$ cat src/rtl/audio_tone_gen.sv
// Square-wave tone generator: picks the lowest pressed key, scales its half-period
// by the octave shift and toggles audio_out only on half-period boundaries.
module audio_tone_gen #(
    parameter int CNT_W    = 20,
    parameter int NUM_KEYS = 8,
    parameter int MIN_RATE = 2
) (
    input  logic             clk,
    input  logic             reset,
    input  logic [7:0]       port,
    input  logic [1:0]       octave,
    output logic             audio_out,
    output logic             enable,
    output logic [CNT_W-1:0] sol_rate,
    output logic [2:0]       note_idx
);

    typedef enum logic {IDLE, PLAY} state_t;

    localparam logic [7:0]  KEY_MASK  = 8'((1 << NUM_KEYS) - 1);
    localparam logic [16:0] MIN_RATE_W = 17'(MIN_RATE);

    state_t           state_q;
    logic [7:0]       port_q;
    logic [1:0]       octave_q;
    logic [CNT_W-1:0] cnt_q;
    logic [CNT_W-1:0] sol_rate_q;
    logic [2:0]       note_idx_q;
    logic             audio_q;
    logic             enable_q;

    logic [7:0]       keys;
    logic             req_valid_d;
    logic [2:0]       req_idx_d;
    logic [16:0]      shifted_d;
    logic [CNT_W-1:0] req_rate_d;
    logic             terminal;

    function automatic logic [16:0] base_half(input logic [2:0] i);
        case (i)
            3'd0:    return 17'd95556;
            3'd1:    return 17'd85131;
            3'd2:    return 17'd75843;
            3'd3:    return 17'd71586;
            3'd4:    return 17'd63776;
            3'd5:    return 17'd56818;
            3'd6:    return 17'd50619;
            default: return 17'd47778;
        endcase
    endfunction

    assign keys = port_q & KEY_MASK;

    // Scan from the top so the lowest set bit is the one left standing.
    always_comb begin
        req_idx_d   = 3'd0;
        req_valid_d = |keys;
        for (int i = 7; i >= 0; i--) begin
            if (keys[i]) begin
                req_idx_d = i[2:0];
            end
        end
        shifted_d  = base_half(req_idx_d) >> octave_q;
        req_rate_d = (shifted_d < MIN_RATE_W) ? CNT_W'(MIN_RATE_W) : CNT_W'(shifted_d);
    end

    assign terminal = (cnt_q == sol_rate_q - CNT_W'(1));

    always_ff @(posedge clk or posedge reset) begin
        if (reset) begin
            state_q    <= IDLE;
            port_q     <= '0;
            octave_q   <= '0;
            cnt_q      <= '0;
            sol_rate_q <= '0;
            note_idx_q <= '0;
            audio_q    <= 1'b0;
            enable_q   <= 1'b0;
        end else begin
            port_q   <= port;
            octave_q <= octave;
            case (state_q)
                IDLE: begin
                    cnt_q   <= '0;
                    audio_q <= 1'b0;
                    if (req_valid_d) begin
                        state_q    <= PLAY;
                        enable_q   <= 1'b1;
                        sol_rate_q <= req_rate_d;
                        note_idx_q <= req_idx_d;
                    end else begin
                        enable_q   <= 1'b0;
                        sol_rate_q <= '0;
                        note_idx_q <= '0;
                    end
                end
                PLAY: begin
                    // Requests are only sampled here, so mid-period changes never bend a half-period.
                    if (terminal) begin
                        cnt_q <= '0;
                        if (req_valid_d) begin
                            audio_q    <= ~audio_q;
                            sol_rate_q <= req_rate_d;
                            note_idx_q <= req_idx_d;
                        end else begin
                            state_q    <= IDLE;
                            audio_q    <= 1'b0;
                            enable_q   <= 1'b0;
                            sol_rate_q <= '0;
                            note_idx_q <= '0;
                        end
                    end else begin
                        cnt_q <= cnt_q + CNT_W'(1);
                    end
                end
                default: state_q <= IDLE;
            endcase
        end
    end

    assign audio_out = audio_q;
    assign enable    = enable_q;
    assign sol_rate  = sol_rate_q;
    assign note_idx  = note_idx_q;

endmodule

$ cat config.mk
export PLATFORM = sky130hd
export DESIGN_NAME = audio_tone_gen
export DESIGN_NICKNAME = d
export VERILOG_FILES = /design/src/rtl/audio_tone_gen.sv
export SDC_FILE = /design/constraint.sdc
export NUM_CORES = 1
export LEC_CHECK = 0
export BUFFER_PORTS_ARGS = -buffer_cell sky130_fd_sc_hd__clkbuf_2
export CAP_MARGIN = 40
export CORE_MARGIN = 2
export CORE_UTILIZATION = 45
export CTS_BUF_LIST = sky130_fd_sc_hd__clkbuf_16
export DETAILED_ROUTE_END_ITERATION = 16
export PLACE_DENSITY = 0.69
export SLEW_MARGIN = 20
export SYNTH_ARGS = -nofsm -noshare
export SYNTH_HDL_FRONTEND = slang
export SYNTH_SLANG_ARGS = --single-unit
$ cat constraint.sdc
create_clock -name clk -period 4.4 [get_ports clk]
set_clock_uncertainty 0.1 [all_clocks]
set_input_delay 0.22 -clock clk [delete_from_list [all_inputs] [get_ports clk]]
set_output_delay 0.22 -clock clk [all_outputs]
set_load 0.02 [all_outputs]
* Word level (Yosys, flattened, before mapping) *
Cells that the tools add are included.

storage, ports and cells
  flip-flop bits (word level) = 56
  output and inout port bits = 25
  input port bits = 12

cells by class
  bitwise gates (word level) = 2
  $add $sub $neg = 2
  multiplexer cells = 27
  order comparisons = 1
  equal/unequal tests = 9
  reduce and logical (&&, ||, !) cells = 3
  shifts and indexed selects = 1

operators with widths
  kind                                                         number
  case mux 17 bit (7 select lines)                             1
  case mux 20 bit (2 select lines)                             2
  two-way mux 20 bit                                           2
  two-way mux 17 bit                                           2
  two-way mux 3 bit                                            10
  adder 20 x 1 -> 20 bit, second input constant                1
  == test 20 bit                                               1
  subtractor 20 x 1 -> 20 bit, second input constant           1
  less-than comparator 17 x 2 -> 1 bit, second input constant  1
  >> shifter 17 x 2 -> 17 bit                                  1
  == test 3 bit, second input constant                         3
  OR reduction 8 bit                                           1
  == test 3 x 2 -> 1 bit, second input constant                2
  two-way mux 1 bit                                            6
  case mux 1 bit (2 select lines)                              3
  case mux 3 bit (2 select lines)                              1
  == test 3 x 1 -> 1 bit, second input constant                1
  logical NOT 3 bit                                            1
  inequality test 2 x 1 -> 1 bit, second input constant        1
  inequality test 2 bit, second input constant                 1
  NOT 1 bit                                                    2
  AND reduction 2 bit                                          1

* Longest topological paths before layout *
  depth in word-level cells = 16
  depth in mapped cells = 12
  mapped depth without buffers = 9

* Worst setup path before layout *
OpenSTA, ideal clock, no wires.

  path kind = reg2reg
  from = register sol_rate_q[0] (netlist: sol_rate[0])
  to = register sol_rate_q[16] (netlist: sol_rate[16])
  period minus slack after synthesis = 3210 ps
  path buffers = 2
  data arrival time = 2983 ps
  required time = 4172 ps
  slack = 1190 ps
  stages on the path, launching flop included = 12
  setup time = 128 ps
  cells stage by stage = dfrtp_1 -> inv_1 -> ha_1 -> clkbuf_1 -> nor3b_2 -> nand4_2 -> or4b_1 -> o211ai_1 -> nand4_1 -> o21ai_4 -> buf_6 -> mux2_1

between the ends
  cells in the longest elaborated chain, start to end = 3

RTL lines
  what                                             line  RTL
  start, declared                                  27    logic [CNT_W-1:0] sol_rate_q;
  start signal, assigned                           89    sol_rate_q <= req_rate_d;
  start signal, assigned                           103   sol_rate_q <= req_rate_d;
  subtractor 20 x 1 -> 20 bit                      67    assign terminal = (cnt_q == sol_rate_q - CNT_W'(1));
  == test 20 bit                                   67
  inequality test 2 x 1 -> 1 bit (no source line)  n/a

Every way passes these cells.
A chain may end at the register's enable or synchronous reset.

* Final worst setup path *
  from = register sol_rate_q[0] (netlist: sol_rate[0])
  to = register cnt_q[13]

between the ends
  cells in the longest elaborated chain, start to end = 4

RTL lines
  what                              line  RTL
  subtractor 20 x 1 -> 20 bit       67
  == test 20 bit                    67
  two-way mux 20 bit                99    if (terminal) begin
  case mux 20 bit (2 select lines)  82    case (state_q)
  end signal, assigned              113   cnt_q <= cnt_q + CNT_W'(1);
  end, declared                     26    logic [CNT_W-1:0] cnt_q;

Every way passes these cells.

==> flow_summary.json <==
{
  "internal-power_uw": 907.7,
  "swShare_pct": 34.36,
  "final_cell_mix": "nor2_1 (53), dfrtp_1 (53), clkbuf_2 (33)",
  "p_leak_nw": 1.820,
  "ys_seq_area_share_pct": 34.79,
  "regToRegStartpoint": "sol_rate[0]",
  "cts_sinks": 53,
  "path_clk_slew_ns": 0.07,
  "dr_total_vias": 3541,
  "h-tree-depth": 2,
  "avgRoutedWirePerCell_microns": 16.89,
  "slowest_stage": "o21ai_4",
  "postRouteAntennaNets": 0,
  "yosys_register_bits": 53,
  "grt_usage_pct": 22.51,
  "synth_top_area_share_pct": 34.79,
  "cp_max_fo": 23,
  "drc": 0,
  "ir_drop_v": 0.0001756,
  "post-place-ws_ns": 0.7418,
  "synth_edf_count": 0,
  "cts_buffer_depth": 2,
  "critPathTopFamily": "simple AND/OR/NAND/NOR gates",
  "synthTopCellsByArea": "dfrtp_1 (35%), nor2_1 (5.2%), xnor2_1 (4.6%)",
  "die-width_microns": 96.05,
  "slowest_delay_ns": 0.62,
  "crit_chain": "inv_1 -> ha_1 -> nor3b_2 -> nand4_2 -> or4b_1 -> o211ai_1 -> nand4_1 -> o21ai_4 -> buf_4 -> nor2_1",
  "ys_types": 65,
  "slew_viol_final": 0,
  "hold_viol": 0,
  "grt_pass1_vias": 3480,
  "crit_buf_inv": 2,
  "clock_power_share_pct": 28.3,
  "drtPass1Iterations": 5,
  "grt_pass1_wl_microns": 16540,
  "syn_area_sq_um": 3812,
  "worstPathArrival_ns": 3.74,
  "async_reset_ff_share_pct": 100.0,
  "place_area_sq_um": 4066,
  "syn_area_per_cell_sq_um": 8.472,
  "clock_latency_ns": 0.29,
  "drtIter0Drc": 222,
  "startpoint_type": "flop",
  "drive_gt1_share_pct": 14.14,
  "routed_wl_microns": 9900,
  "core_sq_um": 8217,
  "relSlewSlack_pct": 45.53,
  "fin_crit_sh_pct": 83.27,
  "setup_viol": 0,
  "ys.flop_type": "dfrtp_1",
  "combinationalPowerShare_pct": 26.3,
  "cp-end-kind": "flop",
  "seqPwrFrac_pct": 45.3,
  "ys_warn_count": 0,
  "cap_violations": 0,
  "power_mw": 1.383,
  "gp_congestion": 0.9297,
  "worstMarginPinSlew_ns": 0.8141,
  "p_switching_uw": 475.1,
  "netlist.top_cell.by_area": "dfrtp_1",
  "grt_max_degree": 39,
  "grt-ovfl-total": 0,
  "cts_resized": 0,
  "rows": 33,
  "antenna_cells": 0,
  "stdcell_area_sq_um": 4338,
  "initial_utilization_pct": 46.40,
  "syn2layout_area_growth_pct": 13.78,
  "viasPerCell": 6.043,
  "dieArea_sq_um": 9225,
  "status": "complete, no violations",
  "portBuffers": 33,
  "cts_setup_buffers": 0,
  "rsz0062_at_grt": "false",
  "dp_hpwl_microns": 7016,
  "cts_made_buffers": 5,
  "die_h_microns": 96.05,
  "startpoint": "sol_rate[0]",
  "hold_class": "in2async",
  "cp_data_required_time_ns": 4.48,
  "setup_ws_ns": 0.7361,
  "io_pins": 37,
  "fmax_mhz": 272.9,
  "critPathKind": "reg2reg",
  "min_period_ns": 3.664,
  "nNetsFinal": 494,
  "synthCells": 450,
  "tns_ns": 0,
  "cellPowerDensity_nw_per_um2": 318.8,
  "cts_tree": "yes",
  "antenna_found_initial": 0,
  "cts_root_buf": "clkbuf_16",
  "holdBufCountCts": 11
}
worst min-delay path, stage by stage:
cell and delay, ns:
dlygate4sd3_1 0.53, clkbuf_2 0.11, inv_2 0.22
power by group through the flow:
stage          Sequential, mW  Combinational (mW)  Clock (mW)
2_1_floorplan           0.616               0.270           0
3_3_place_gp            0.637               0.331           0
3_5_place_dp            0.640               0.345           0
4_1_cts                 0.630               0.356       0.404
5_1_grt                 0.640               0.401       0.421
6_report                0.627               0.364       0.392
area by class of cell:
cell class                 instances  area [sq um]
tap                              105         131.4
clock buffer                       5         125.1
clock inverter                     3         21.27
multi-input combinational        353          2287
fill                             785          3879
timing repair buffer              53         394.1
sequential                        53          1326
inverter                          14         52.55
kinds of logic (layout without fill, tap and decap cells):
| logic type | Yosys count | in the layout | synth area share (%) |
|---|---|---|---|
| AO/OA/AOI/OAI | 115 | 115 | 20.15 |
| XOR/XNOR | 38 | 38 | 8.730 |
| adder cells (fa/ha/maj) | 2 | 2 | 0.6563 |
| multiplexers | 24 | 24 | 6.925 |
| AND/OR/NAND/NOR | 171 | 171 | 23.24 |
| buffers and inverters | 46 | 75 | 5.415 |
| flip-flops | 53 | 53 | 34.79 |
| other | 1 | 3 | 0.09836 |
metal layers:
| layer | part of all wire [%] | GRT usage [%] | wire [microns] | vias up |
|---|---|---|---|---|
| li1 | - | - | - | 1694 |
| met1 | 43 | 28.99 | 4248 | 1659 |
| met2 | 49 | 37.44 | 4817 | 160 |
| met3 | 6.0 | 3.602 | 596 | 28 |
| met4 | 2.4 | 9.405 | 238 | 0 |
| met5 | 0 | 0 | 0 | - |
sequential cells by signal, indices dropped and copies added, names as in the netlist:
name / count
cnt_q: 20
sol_rate: 17
keys: 8
note_idx: 3
octave_q: 2
audio_out: 1
enable: 1
state_q: 1
final timing paths:
| kind | endpoint | slack [ns] | depth (start not counted) |
|---|---|---|---|
| worst max register to register | cnt_q[13] | 0.74 | 10 |
| worst min-delay path | keys[0] | 0.30 | 3 |
| worst max-delay path | cnt_q[13] | 0.74 | 10 |
| worst min register to register | note_idx[2] | 0.41 | 1 |
| max in group asynchronous | sol_rate[15] | 3.32 | 5 |
| min in group clk | note_idx[2] | 0.41 | 1 |
synthesized netlist by cell type (6+ instances only):
master and count:
dfrtp_1 53, nor2_1 53, nand2_1 31, clkbuf_1 25, a21oi_1 24, o21ai_0 24
xnor2_1 20, nand3_1 18, xor2_1 18, nor3_1 16, mux2_1 14, inv_1 13
a31oi_1 10, and3_1 8, nor4_1 8, o211ai_1 8, nor2b_1 6
through the flow:
step / hold WS (ns) / utilization [%] / cells
4_1_cts: 0.3153 / 52.61 / 585
3_3_place_gp: 0.2291 / 48.68 / 563
2_1_floorplan: 0.1514 / - / 452
6_report: 0.3041 / 52.79 / 586
3_5_place_dp: 0.06496 / 49.49 / 566
5_1_grt: 0.3293 / 52.79 / 586
Note: power is estimated with default switching activity, not from simulation.
